==> src/rtl/bin_avg_sequencer.sv <==
`default_nettype none
// ============================================================================
//  Module      : bin_avg_sequencer
//  Description : Control sequencer for the FFT bin-averaging datapath. Frames
//                FFT output beats into blocks of 2^navg beats and drives the
//                accumulator load/enable/dump strobes, the normalising shift,
//                the output-valid pulse and a completed-block counter.
//  Revision    : 1.0 - initial release
// ============================================================================
module bin_avg_sequencer #(
    parameter int N         = 16,
    parameter int SUM_WIDTH = 32
) (
    input  logic        clk,
    input  logic        arest_n,
    input  logic        i_enable,
    input  logic        i_fft_ready,
    input  logic [7:0]  i_n_avgs,
    output logic        o_acc_load,
    output logic        o_acc_en,
    output logic        o_dump,
    output logic [7:0]  o_avg_shift,
    output logic        o_valid,
    output logic        o_busy,
    output logic [15:0] o_block_cnt,
    output logic        o_cfg_clamped
);

    // Largest log2 average count that cannot overflow the accumulator.
    localparam int         c_MAX_AVG   = SUM_WIDTH - N;
    localparam int         c_CNT_W     = c_MAX_AVG + 1;
    localparam logic [7:0] c_MAX_AVG_8 = 8'(c_MAX_AVG);

    typedef enum logic [0:0] {
        S_IDLE  = 1'b0,
        S_ACCUM = 1'b1
    } state_t;

    state_t               r_state;
    logic [7:0]           r_navg;
    logic [c_CNT_W-1:0]   r_beat_cnt;

    logic                 w_req_over;
    logic [7:0]           w_req_navg;
    logic [c_CNT_W-1:0]   w_last_cnt;
    logic                 w_last_beat;

    // Clamp the requested average count and find the final beat of the block.
    always_comb begin
        w_req_over  = (i_n_avgs > c_MAX_AVG_8);
        w_req_navg  = w_req_over ? c_MAX_AVG_8 : i_n_avgs;
        w_last_cnt  = (c_CNT_W'(1) << r_navg) - c_CNT_W'(1);
        w_last_beat = (r_beat_cnt == w_last_cnt);
    end

    // Sequencer FSM with all outputs registered.
    always_ff @(posedge clk or negedge arest_n) begin
        if (!arest_n) begin
            r_state       <= S_IDLE;
            r_navg        <= 8'd0;
            r_beat_cnt    <= '0;
            o_acc_load    <= 1'b0;
            o_acc_en      <= 1'b0;
            o_dump        <= 1'b0;
            o_avg_shift   <= 8'd0;
            o_valid       <= 1'b0;
            o_busy        <= 1'b0;
            o_block_cnt   <= 16'd0;
            o_cfg_clamped <= 1'b0;
        end else begin
            // Valid trails dump by one cycle even if the block is then aborted.
            o_valid    <= o_dump;
            o_acc_load <= 1'b0;
            o_acc_en   <= 1'b0;
            o_dump     <= 1'b0;
            case (r_state)
                S_IDLE: begin
                    // fft_ready is ignored here, including on the entry cycle.
                    if (i_enable) begin
                        r_state       <= S_ACCUM;
                        o_busy        <= 1'b1;
                        r_navg        <= w_req_navg;
                        o_avg_shift   <= w_req_navg;
                        r_beat_cnt    <= '0;
                        o_cfg_clamped <= o_cfg_clamped | w_req_over;
                    end
                end
                S_ACCUM: begin
                    if (!i_enable) begin
                        // Abort: partial block is dropped, counters untouched.
                        r_state <= S_IDLE;
                        o_busy  <= 1'b0;
                    end else if (i_fft_ready) begin
                        o_acc_en   <= 1'b1;
                        o_acc_load <= (r_beat_cnt == '0);
                        if (w_last_beat) begin
                            // Shift reported with the dump belongs to the block
                            // being dumped; the new request applies afterwards.
                            o_dump        <= 1'b1;
                            r_beat_cnt    <= '0;
                            o_block_cnt   <= o_block_cnt + 16'd1;
                            o_avg_shift   <= r_navg;
                            r_navg        <= w_req_navg;
                            o_cfg_clamped <= o_cfg_clamped | w_req_over;
                        end else begin
                            r_beat_cnt <= r_beat_cnt + c_CNT_W'(1);
                        end
                    end
                end
                default: begin
                    r_state <= S_IDLE;
                    o_busy  <= 1'b0;
                end
            endcase
        end
    end

endmodule
`default_nettype wire
==> config.mk <==
export PLATFORM = sky130hd
export DESIGN_NAME = bin_avg_sequencer
export DESIGN_NICKNAME = d
export VERILOG_FILES = /design/src/rtl/bin_avg_sequencer.sv
export SDC_FILE = /design/constraint.sdc
export NUM_CORES = 1
export LEC_CHECK = 0
export CORE_UTILIZATION = 60
export DETAILED_ROUTE_END_ITERATION = 16
export PLACE_DENSITY_LB_ADDON = 0.05
export SLEW_MARGIN = 20
export SYNTH_ARGS = -nofsm -noshare
export SYNTH_HDL_FRONTEND = slang
export SYNTH_SLANG_ARGS = --single-unit
export TNS_END_PERCENT = 5
==> constraint.sdc <==
create_clock -name clk -period 7.9 [get_ports clk]
set_input_delay 1.58 -clock clk [delete_from_list [all_inputs] [get_ports clk]]
set_output_delay 1.58 -clock clk [all_outputs]
set_load 0.005 [all_outputs]
* Word-level counts from Yosys, hierarchy flattened *
Cells that the tools add are included.

storage, ports and cells
  logic and storage cells = 63
  bits of input ports = 12
  bits in registers = 56
  output and inout port bits = 30

cells by class
  muxes and demuxes = 34
  equality and inequality tests = 6
  magnitude comparators = 1
  reduce and logical (&&, ||, !) cells = 5
  shifts and indexed selects = 1
  bitwise gates (word level) = 2
  $add $sub $neg = 3

operator list
  operator                                            count
  2-to-1 mux 17 bit                                   4
  2-to-1 mux 8 bit                                    8
  case mux 17 bit (2 select lines)                    1
  case mux 8 bit (2 select lines)                     2
  adder 17 x 1 -> 17 bit, second input constant       1
  == test 17 bit                                      1
  zero test 17 bit                                    1
  2-to-1 mux 1 bit                                    17
  left shift 1 x 8 -> 17 bit, first input constant    1
  subtractor 17 x 2 -> 17 bit, second input constant  1
  adder 16 x 1 -> 16 bit, second input constant       1
  > comparator 8 x 5 -> 1 bit, second input constant  1
  != test 2 bit, second input constant                4
  AND reduction 4 bit                                 2
  case mux 1 bit (2 select lines)                     2
  AND reduction 3 bit                                 1
  != test 2 x 1 -> 1 bit, second input constant       1
  AND reduction 2 bit                                 1
  NOT 1 bit                                           1
  OR 1 bit                                            1

* Depth between registers and ports, before layout *
Gate-level depths: netlist of run 1.

  depth in word-level cells = 7
  gate-level depth with buffers = 16
  mapped depth without buffers = 11

* Worst setup path after synthesis of run 1 *
No wires, ideal clock.

  kind = flip-flop to flip-flop
  start = register r_navg[6]
  end = register o_avg_shift[1]
  data required time = 7.775 ns
  arrival time = 3.468 ns
  period minus slack after synthesis = 3.593 ns
  cell stages (with the launch flop) = 15
  path buffers = 3
  setup slack = 4.307 ns
  setup time = 0.125 ns
  cells stage by stage = dfrtp_1 > nor4_1 > nand3_1 > ha_1 > clkbuf_1 > or2_2 > o31ai_1 > a31oi_1 > xnor2_1 > inv_1 > and3_1 > buf_6 > o21ai_4 > buf_6 > mux2_4

between the ends
  longest elaborated chain between the ends = 5

RTL lines
  element                           RTL line  source
  from (decl)                       40        logic [7:0] r_navg;
  from (signal assigned)            82        r_navg <= w_req_navg;
  from (signal assigned)            103       r_navg <= w_req_navg;
  left shift 1 x 8 -> 17 bit        52        w_last_cnt = (c_CNT_W'(1) << r_navg) - c_CNT_W'(1);
  subtractor 17 x 2 -> 17 bit       52
  == test 17 bit                    53        w_last_beat = (r_beat_cnt == w_last_cnt);
  != test 2 x 1 -> 1 bit (no line)  --
  AND reduction 4 bit (no line)     --
  to (signal assigned)              83        o_avg_shift <= w_req_navg;
  to (signal assigned)              102       o_avg_shift <= r_navg;
  to (decl)                         22        output logic [7:0] o_avg_shift,

Every way passes these cells.
A chain may end at the register's enable or synchronous reset.

* Final worst setup path of run 1 *
  start = register r_navg[6]
  end = register o_block_cnt[15]

between the ends
  longest elaborated chain between the ends = 4

RTL lines
  element                        RTL line  source
  left shift 1 x 8 -> 17 bit     52
  subtractor 17 x 2 -> 17 bit    52
  == test 17 bit                 53
  AND reduction 4 bit (no line)  --
  to (signal assigned)           101       o_block_cnt <= o_block_cnt + 16'd1;
  to (decl)                      25        output logic [15:0] o_block_cnt,

Every way passes these cells.

==> results.md, run 1 <==
* Outcome: finished, final reports clean
* Syn Inst Count at 369
* Post-Synth Simple-Gate Area at 24.5%
* Final Cell Area at 0.00385 mm^2
* Commonest non-fill, non-tap cell in the layout: dfrtp_1
* #FFs+latches synth at 56
* Reg area at 0.00140 mm^2
* Die Y at 76.8 um
* XOR/XNOR share of the synthesized area at 10.8%
* Distinct cells, synth at 51
* YS warnings at 0
* DRT iter0 DRCs at 220
* Routed WL per cell at 16.1 um
* Crit path arrival time at 4500 ps
* Post-route DRC at 0
* Final Max Slew Viols at 0
* RSZ-0062 raised after global routing: no
* Antenna Nets Post-Route at 0
* Worst min-delay path class: register to register
* Lkg Pwr at 1.66 nW
* Share of synthesized flip-flops with an asynchronous set or reset at 100%
* Adder-Cell Fraction of Synth Area at 2.24%
* CTS buffer count at 5
* CTS root buffer: clkbuf_8
* Post-synth top flop: dfrtp_1
* Routed vias/inst at 5.95
* Vias in the first global route at 2624
* DRT Pass-1 Iters at 5
* Setup Fix Bufs, Post-CTS at 0
* Initial antenna violation count at 0
* Crit path max fanout at 16
* CP Launch Type: register
* Largest net degree at the start of global routing at 57
* Row count at 26
* CTS tree: built
* Die area at 0.00590 mm^2
* Post-CTS sizing at 0
* Placeable Area at 0.00524 mm^2
* Multi-input logic area at 0.00180 mm^2
* Final wirelength at 7.47 mm
* # hold bufs at CTS at 0
* Post-Syn Area per Cell at 9.09 um^2
* Final hold vios at 0
* Max Root-Sink Buffers at 2
* Mux cell area share after synthesis at 5.59%
* Port Buffers at 41
* P&R area growth vs syn at 14.8%
* First-pass GRT wire length at 12.7 mm
* Antenna cells at 0
* H-tree depth at 2
* Layout filler cell count at 397
* Least-Margin Pin Slew at 889 ps
* Die X-Extent at 76.8 um
* DP HPWL at 5.30 mm
* Clk slew on worst S/H paths at 90 ps
* Compound-cell area share of the yosys netlist at 10.4%
* Placed Area at 0.00375 mm^2
* Initial Util at 64.1%
* CTS sink cnt at 56
* Netlist Area Pre-Place at 0.00336 mm^2
* All-Layer GR Usage at 26.9%
* WP data required at 8130 ps
* Max Cap Viol at 0
* Min Tclk post-route at 4270 ps
* Fin Setup TNS at 0 ps
* Power density over the cells at 156 mW/mm^2
* Crit. End Element: register
* Final Cycle Share at 54.1%
* Via count at 2768
* EDFF count, synth at 0
* Routability Congestion at 0.910
* Net Count, Synth at 387
* WS Path Type: register to register
* Most frequent cells in the layout: dfrtp_1, clkdlybuf4s50_1, nand2_1
* Nets@finish at 414
* Proportion of layout cells with a drive suffix above 1 at 6.58%
* Io pins at 42
* Main combinational cell family by area after synthesis: simple AND/OR/NAND/NOR gates
* GRT overflow at 0
* Max Clock Skew at 6.27 ps
* Sequential element share of the synthesized area at 41.8%
* Clock Latency Late Sink at 300 ps
* Peak supply drop at 0.142 mV
* Max_slew headroom at 40.2%
* Setup-failing EPs final at 0
* Fmax at 0.234 GHz
==> report_power, final <==
part,internal (W),switching (W)
clock network,0.0000912,0.0000873
logic,0.0000513,0.0000488
registers,0.000302,0.0000226
total,0.000444,0.000159
==> registers in the layout (all words and copies together) (netlist names) <==
| register | flops |
|---|---|
| r_navg | 8 |
| r_state | 1 |
| r_beat_cnt | 17 |
| o_valid | 1 |
| o_avg_shift | 8 |
| o_cfg_clamped | 1 |
| o_dump | 1 |
| o_busy | 1 |
| o_acc_load | 1 |
| o_acc_en | 1 |
| o_block_cnt | 16 |
==> cell type report <==
class	count	share of cell area, %
clock buffer	5	1.79
tap	70	2.27
timing repair buffer	42	10.7
inverter	15	1.46
multi-input combinational	276	46.6
clock inverter	1	0.779
sequential	56	36.4
==> cells by family after synthesis <==
| family | count (synthesis) |
|---|---|
| AND/OR/NAND/NOR | 164 |
| XOR/XNOR | 38 |
| adder cells (fa/ha/maj) | 6 |
| flip-flops | 56 |
| AO/OA/AOI/OAI | 52 |
| buffers and inverters | 37 |
| multiplexers | 16 |
==> through the flow <==
stage / worst slack (ps) / hold WS, ps / utilization [%] / std cells / power, W
finish: 3630 / 408 / 73.6 / 465 / 0.000603
global route: 3200 / 424 / 73.6 / 465 / 0.000628
CTS: 3680 / 414 / 73.6 / 465 / 0.000608
detailed placement: 3740 / 392 / 71.7 / 459 / 0.000429
global placement: 3920 / 358 / 71.7 / 459 / 0.000426
floorplan: 4310 / 376 / - / 369 / 0.000383
==> cells in the mapped netlist, drive strengths merged (2+ instances only) <==
| cell type | n | share of area (%) |
|---|---|---|
| dfrtp | 56 | 42 |
| nand2 | 39 | 4.4 |
| nor2 | 37 | 4.1 |
| nand3 | 23 | 3.4 |
| xor2 | 20 | 5.2 |
| o21ai | 16 | 2.7 |
| xnor2 | 16 | 4.2 |
| inv | 14 | 1.6 |
| clkbuf | 13 | 1.5 |
| nor3 | 11 | 1.6 |
| nor4 | 11 | 2.7 |
| mux2 | 10 | 3.8 |
| nand4 | 10 | 1.9 |
| a21oi | 9 | 1.3 |
| and3 | 9 | 1.7 |
| buf | 9 | 1.6 |
| and2 | 7 | 1.3 |
| ha | 6 | 2.2 |
| mux2i | 6 | 1.8 |
| nand2b | 5 | 0.93 |
| or2 | 5 | 0.93 |
| o211ai | 4 | 0.89 |
| a31oi | 3 | 0.56 |
| o22ai | 3 | 0.56 |
| o31ai | 3 | 0.67 |
| or4 | 3 | 0.67 |
| a221o | 2 | 0.60 |
| o311ai | 2 | 0.52 |
==> path summary, 6_finish.rpt <==
check	from	end	slack, ps	cells after the start
worst max-delay path	r_navg[6]$_DFFE_PN0P_	o_block_cnt[15]$_DFFE_PN0P_	3630	11
worst min register to register	o_dump$_DFF_PN0_	o_valid$_DFF_PN0_	410	0
min in group asynchronous	arest_n	r_navg[1]$_DFFE_PN0P_	1400	2
worst max register to register	r_navg[6]$_DFFE_PN0P_	o_block_cnt[15]$_DFFE_PN0P_	3630	11
max in group asynchronous	arest_n	o_block_cnt[8]$_DFFE_PN0P_	6040	2
worst min-delay path	o_dump$_DFF_PN0_	o_valid$_DFF_PN0_	410	0
==> critical path, stage by stage, from the launching register on <==
cell and delay [ps]:
dfrtp_1 430, nor4_1 790, nand3_1 260, ha_1 400, xnor2_1 260, xnor2_1 90
o31ai_1 270, nand4_1 190, nor3_1 180, nand4_1 580, nor4_1 550, xor2_1 180
==> layer usage <==
metal / vias to the layer above / share of wire (%) / track usage, %
li1: 1341 / - / -
met1: 1338 / 48 / 38.2
met2: 79 / 48 / 44.1
met3: 10 / 3.6 / 3.45
met4: 0 / 1.0 / 5.96
met5: - / 0 / 0
Note: power is estimated with default switching activity, not from simulation.
==> run 2: changes to the inputs <==
--- a/config.mk
+++ b/config.mk
@@ -5,7 +5,7 @@
 export SDC_FILE = /design/constraint.sdc
 export NUM_CORES = 1
 export LEC_CHECK = 0
-export CORE_UTILIZATION = 60
+export CORE_UTILIZATION = 50
 export DETAILED_ROUTE_END_ITERATION = 16
 export PLACE_DENSITY_LB_ADDON = 0.05
 export SLEW_MARGIN = 20
==> constraint.sdc (replaced) <==
create_clock -name clk -period 3.5 [get_ports clk]
set_input_delay 0.7 -clock clk [delete_from_list [all_inputs] [get_ports clk]]
set_output_delay 0.7 -clock clk [all_outputs]
set_load 0.005 [all_outputs]
==> run 2 against run 1 <==
  * The flow now finishes with violations (DRC)
  * Worst hold slack lost 25 ps
  * Core utilization decreased by 10 points
  * Sequential cell count did not move
  * Power grew 140%
  * Combinational power is 150% higher
  * Clock power grew to 2.5 times the previous value
  * Critical path depth down 3
  * Clock skew up 3.0 ps
  * Maximum frequency is 29% higher
  * Critical path type unchanged
==> results.md, run 2 (synthesized netlist as in run 1, its figures left out) <==
* Hold Path Depth at 0
* R2R setup slack at 190 ps
* Final wirelength at 7.48 mm
* Row count at 29
* CTS tree: built
* DRT Pass-1 Iters at 11
* Io pins at 42
* Grt peak-use layer: met2
* Fmax at 0.302 GHz
* Met2 GRT Util at 35.8%
* Post-route DRC at 2
* Crit path arrival time at 3500 ps
* Least-Margin Pin Slew at 929 ps
* Die area at 0.00704 mm^2
* Crit. End Element: register
* Top reg by flops: r_beat_cnt
* Die Y at 83.9 um
* GR Util met1 at 32.3%
* CP endpoint: r_navg[0]$_DFFE_PN0P_
* # hold bufs at CTS at 0
* Min Tclk post-route at 3310 ps
* CTS root buffer: clkbuf_8
* Placed Area at 0.00388 mm^2
* DP HPWL at 5.54 mm
* Routed WL per cell at 15.2 um
* P&R area growth vs syn at 20.7%
* Final Cell Area at 0.00405 mm^2
* Die X-Extent at 83.9 um
* WS Path Type: register to register
* Final Max Slew Viols at 0
* H-tree depth at 2
* CP startpoint: r_navg[6]$_DFFE_PN0P_
* All-Layer GR Usage at 22.7%
* Peak supply drop at 0.264 mV
* Outcome: complete, but fails checks
* Worst r2r path cells at 8
* Max Root-Sink Buffers at 2
* Placeable Area at 0.00642 mm^2
* DRT iter0 DRCs at 221
* Max Cap Viol at 0
* Clock Latency Late Sink at 310 ps
* R2R Path End: r_navg[0]$_DFFE_PN0P_
* Setup-failing EPs final at 0
* CP Launch Type: register
* Crit path max fanout at 6
* Power density over the cells at 350 mW/mm^2
* Worst min-delay path class: register to register
* Max_slew headroom at 38.0%
* Max Clock Skew at 9.24 ps
* GR Layer Usage met3 at 4.15%
* Top flop regs: r_beat_cnt (17), o_block_cnt (16)
* CTS buffer count at 5
* Layout filler cell count at 546
* Final hold vios at 0
* Largest net degree at the start of global routing at 43
* Vias in the first global route at 2668
* WP data required at 3690 ps
* Nets@finish at 431
* First-pass GRT wire length at 12.9 mm
* CTS sink cnt at 56
* Lkg Pwr at 1.78 nW
* Max FFs per register at 17
* Antenna Nets Post-Route at 0
* Violated checks: DRC
* Commonest non-fill, non-tap cell in the layout: dfrtp_1
* Proportion of layout cells with a drive suffix above 1 at 12.3%
* Antenna cells at 0
* Fin Setup TNS at 0 ps
* GRT overflow at 0
* Final Cycle Share at 94.5%
* RSZ-0062 raised after global routing: no
* Clk slew on worst S/H paths at 100 ps
* Initial Util at 52.3%
* Most frequent cells in the layout: dfrtp_1, clkdlybuf4s50_1, nand2_1
* Worst reg2reg startpoint: r_navg[6]$_DFFE_PN0P_
* Port Buffers at 41
* Routability Congestion at 0.877
* Via count at 2809
* Routed vias/inst at 5.72
* Initial antenna violation count at 0
==> run 2: area by class of cell <==
cell class	count	area [um^2]	share of cell area [%]
Multi-Input combinational cell	277	1840	45.5
Clock inverter	2	38.8	0.957
Inverter	15	56.3	1.39
Clock buffer	6	82.6	2.04
Sequential cell	56	1400	34.6
Timing Repair Buffer	58	533	13.2
Tap cell	77	96.3	2.38
==> run 2: how the worst min path moves through the flow <==
stage,from,to
4_1_cts,o_dump$_DFF_PN0_,o_valid$_DFF_PN0_
6_report,o_dump$_DFF_PN0_,o_valid$_DFF_PN0_
3_3_place_gp,o_dump$_DFF_PN0_,o_valid$_DFF_PN0_
2_1_floorplan,o_dump$_DFF_PN0_,o_valid$_DFF_PN0_
5_1_grt,o_dump$_DFF_PN0_,o_valid$_DFF_PN0_
3_5_place_dp,o_dump$_DFF_PN0_,o_valid$_DFF_PN0_
==> run 2: routing by layer <==
| metal | vias up | part of all wire (%) | routed length (um) |
|---|---|---|---|
| met3 | 10 | 2.9 | 217 |
| met4 | 0 | 1.1 | 82 |
| met5 | - | 0 | 0 |
| li1 | 1385 | - | - |
| met1 | 1364 | 48 | 3600 |
| met2 | 50 | 48 | 3570 |
==> run 2: timing repair <==
action / in CTS / in global routing
endpoints found under the setup margin: 0 / 27
gates resized for setup: 0 / 6
buffers inserted: 0 / 1
==> run 2: where the power goes <==
group	switching [W]	internal [W]	leakage, nW	total (W)
Combinational	0.000120	0.000127	0.962	0.000248
Sequential	0.0000427	0.000681	0.754	0.000724
Clock	0.000212	0.000234	0.0614	0.000446
Total	0.000375	0.00104	1.78	0.00142
==> run 2: critical path: stages, from the launching register on <==
cell	delay (ps)
dfrtp_1	430
or4_1	600
nor4_4	330
xor3_1	380
a22oi_1	380
nor4_4	110
and3_2	280
o21ai_4	320
mux2_2	380
==> run 2: per-stage QoR <==
| stage | utilization [%] | setup WS, ps | hold slack, ps | power [W] | std cells |
|---|---|---|---|---|---|
| 5_1_grt | 63.1 | 16.3 | 400 | 0.00149 | 491 |
| 6_report | 63.1 | 192 | 383 | 0.00142 | 491 |
| 4_1_cts | 62.3 | 160 | 389 | 0.00143 | 489 |
| 3_3_place_gp | 60.5 | 270 | 357 | 0.000974 | 481 |
| 2_1_floorplan | - | 68.7 | 376 | 0.000864 | 369 |
| 3_5_place_dp | 60.5 | 183 | 364 | 0.000978 | 481 |
==> patch: new RTL, config.mk and constraints of run 2 <==
The parameter `N` goes from 16 to 17.
--- a/src/rtl/bin_avg_sequencer.sv
+++ b/src/rtl/bin_avg_sequencer.sv
@@ -8,7 +8,7 @@
 //  Revision    : 1.0 - initial release
 // ============================================================================
 module bin_avg_sequencer #(
-    parameter int N         = 16,
+    parameter int N         = 17,
     parameter int SUM_WIDTH = 32
 ) (
     input  logic        clk,
Formal check against the unedited RTL: not equivalent (a bounded check fails within 4 cycles, from zero or initial values).
==> patch against run 2 <==
Sequential power down 6.2%; via count up 30%; routed wire length up 43%; die area up 15%; final area up 20%; total power down 14%; global-route usage up 2.8 points; worst setup slack worse by 0.15 ns; sequential cell count down 1; sequential share of layout area down 6.2 points; synthesized area up 15%; utilization up 2.7 points; worst hold slack better by 0.0033 ns; largest cell class unchanged; highest routed layer unchanged.
==> patch: results (changes against run 2) <==
stage,metric,value,unit,change
sta,Max-slew headroom,44.6,%,+6.6 points
routing,DRT Pass-1 Iters,5,,-6
global_route,largest net degree at the start of global routing,32,,-26%
pwr,internal power,872,uW,-16%
global_route,vias in the first global route,3332,,+25%
global_route,first-pass GRT wire length,16700,um,+29%
cells_and_area,Largest regs,"o_block_cnt: 16 flops, r_beat_cnt: 16 flops",,
cells_and_area,clk_buf instances,5,,-1
placed_design,dpl hpwl,7550,um,+36%
outcome,status,"complete, no violations",,
global_route,GRT Overall Usage,25.5,%,+2.8 points
logic_synthesis,sequential element share of the synthesized area,35.6,%,-6.1 points
pwr,Gate power share,13.5,%,-4.0 points
cells_and_area,non-clock buffer instance count of the final layout,80,,+38%
pwr,maximum vdd ir drop,0.131,mV,-50%
cells_and_area,non-filler instance count after layout,571,,+16%
pwr,Sw Pwr,342,uW,-8.9%
placed_design,Area after DPL,4500,um2,+16%
worst_setup_path,CP peak stage delay,0.55,ns,-0.05 ns
placed_design,Placer Congestion,0.980,,+12%
logic_synthesis,Synth Instances,414,,+12%
placed_design,post-place setup slack,0.00176,ns,-0.182 ns
cells_and_area,Seq/total area,28.4,%,-6.2 points
cells_and_area,fillcell total,614,,+12%
pwr,power in the clock group,371,uW,-17%
placed_design,Placed Cells incl. Taps,555,,+15%
cells_and_area,inverter count,13,,-2
floorplanning,Tap Count,99,,+29%
cells_and_area,multi-input logic cell count,316,,+14%
pwr,leakage power,0.00210,uW,+18%
logic_synthesis,syn nets,432,,+12%
routing,routed wire length,10700,um,+43%
worst_setup_path,critical path's slowest cell,or4_4,,
sta,clk_skew,0.00743,ns,-0.00181 ns
routing,via count,3653,,+30%
logic_synthesis,Unique masters post-synth,74,,+45%
cells_and_area,ClkCell Share,1.91,%,-1.1 points
worst_setup_path,crit path DAT,3.71,ns,+0.21 ns
routing,Iteration-0 DRC Markers,313,,+42%
cells_and_area,layout cells sized above 1,22.0,%,+9.7 points
cells_and_area,final net count,489,,+13%
logic_synthesis,Synth area leaders,"dfrtp_1, nand2_1, xor2_1",,
cells_and_area,non-clk buf share,15.9,%,+2.7 points
==> patch: cell count changes after synthesis, sizes merged, moves of 6 or more <==
cell / change
nor3: +14
nor2: -11
o31a: +9
o31ai: +9
mux2: -8
xor2: -7
a21o: +6
a41oi: +6
and3: +6
buf: +6
==> patch: cells by family (layout without fill, tap and decap cells) <==
family                   after synthesis  in the layout  share of synthesized area, %
XOR/XNOR                              24             24                          6.02
flip-flops                            55             55                          35.6
adder cells (fa/ha/maj)                6              6                          1.94
multiplexers                           4              4                          1.10
AO/OA/AOI/OAI                        107            107                          23.7
AND/OR/NAND/NOR                      175            175                          26.1
buffers and inverters                 43            101                          5.50
==> patch: per-layer routing <==
metal,vias up,wire (um),track usage [%]
met5,-,0,0
met4,0,104,6.99
met3,15,585,3.72
met2,137,5150,41.0
met1,1809,4860,36.0
li1,1692,-,-
==> patch: how the worst max path moves through the flow <==
| stage | startpoint | end | slack (ns) |
|---|---|---|---|
| 2_1_floorplan | r_navg[6] | o_block_cnt[6] | -0.04 |
| 3_3_place_gp | r_navg[6] | o_avg_shift[4] | 0.06 |
| 3_5_place_dp | r_navg[6] | o_avg_shift[5] | 0.002 |
| 4_1_cts | r_navg[6] | o_avg_shift[5] | 0.005 |
| 5_1_grt | r_navg[7] | r_navg[0] | -0.10 |
| 6_report | r_navg[7] | r_navg[0] | 0.05 |
==> patch: metrics by stage <==
stage	hold slack, ns	TNS, ns
detailed placement	0.370	0
global route	0.411	-1.51
CTS	0.394	0
global placement	0.364	0
floorplan	0.376	-0.214
finish	0.387	0
==> patch: worst register-to-register path: cells and delay by family (launching register included) <==
| kind | cells | cell delay, ns |
|---|---|---|
| compound gates | 4 | 1.07 |
| fa+ha+maj | 1 | 0.21 |
| buf+inv | 1 | 0.21 |
| flops | 1 | 0.39 |
| simple gates | 6 | 1.51 |
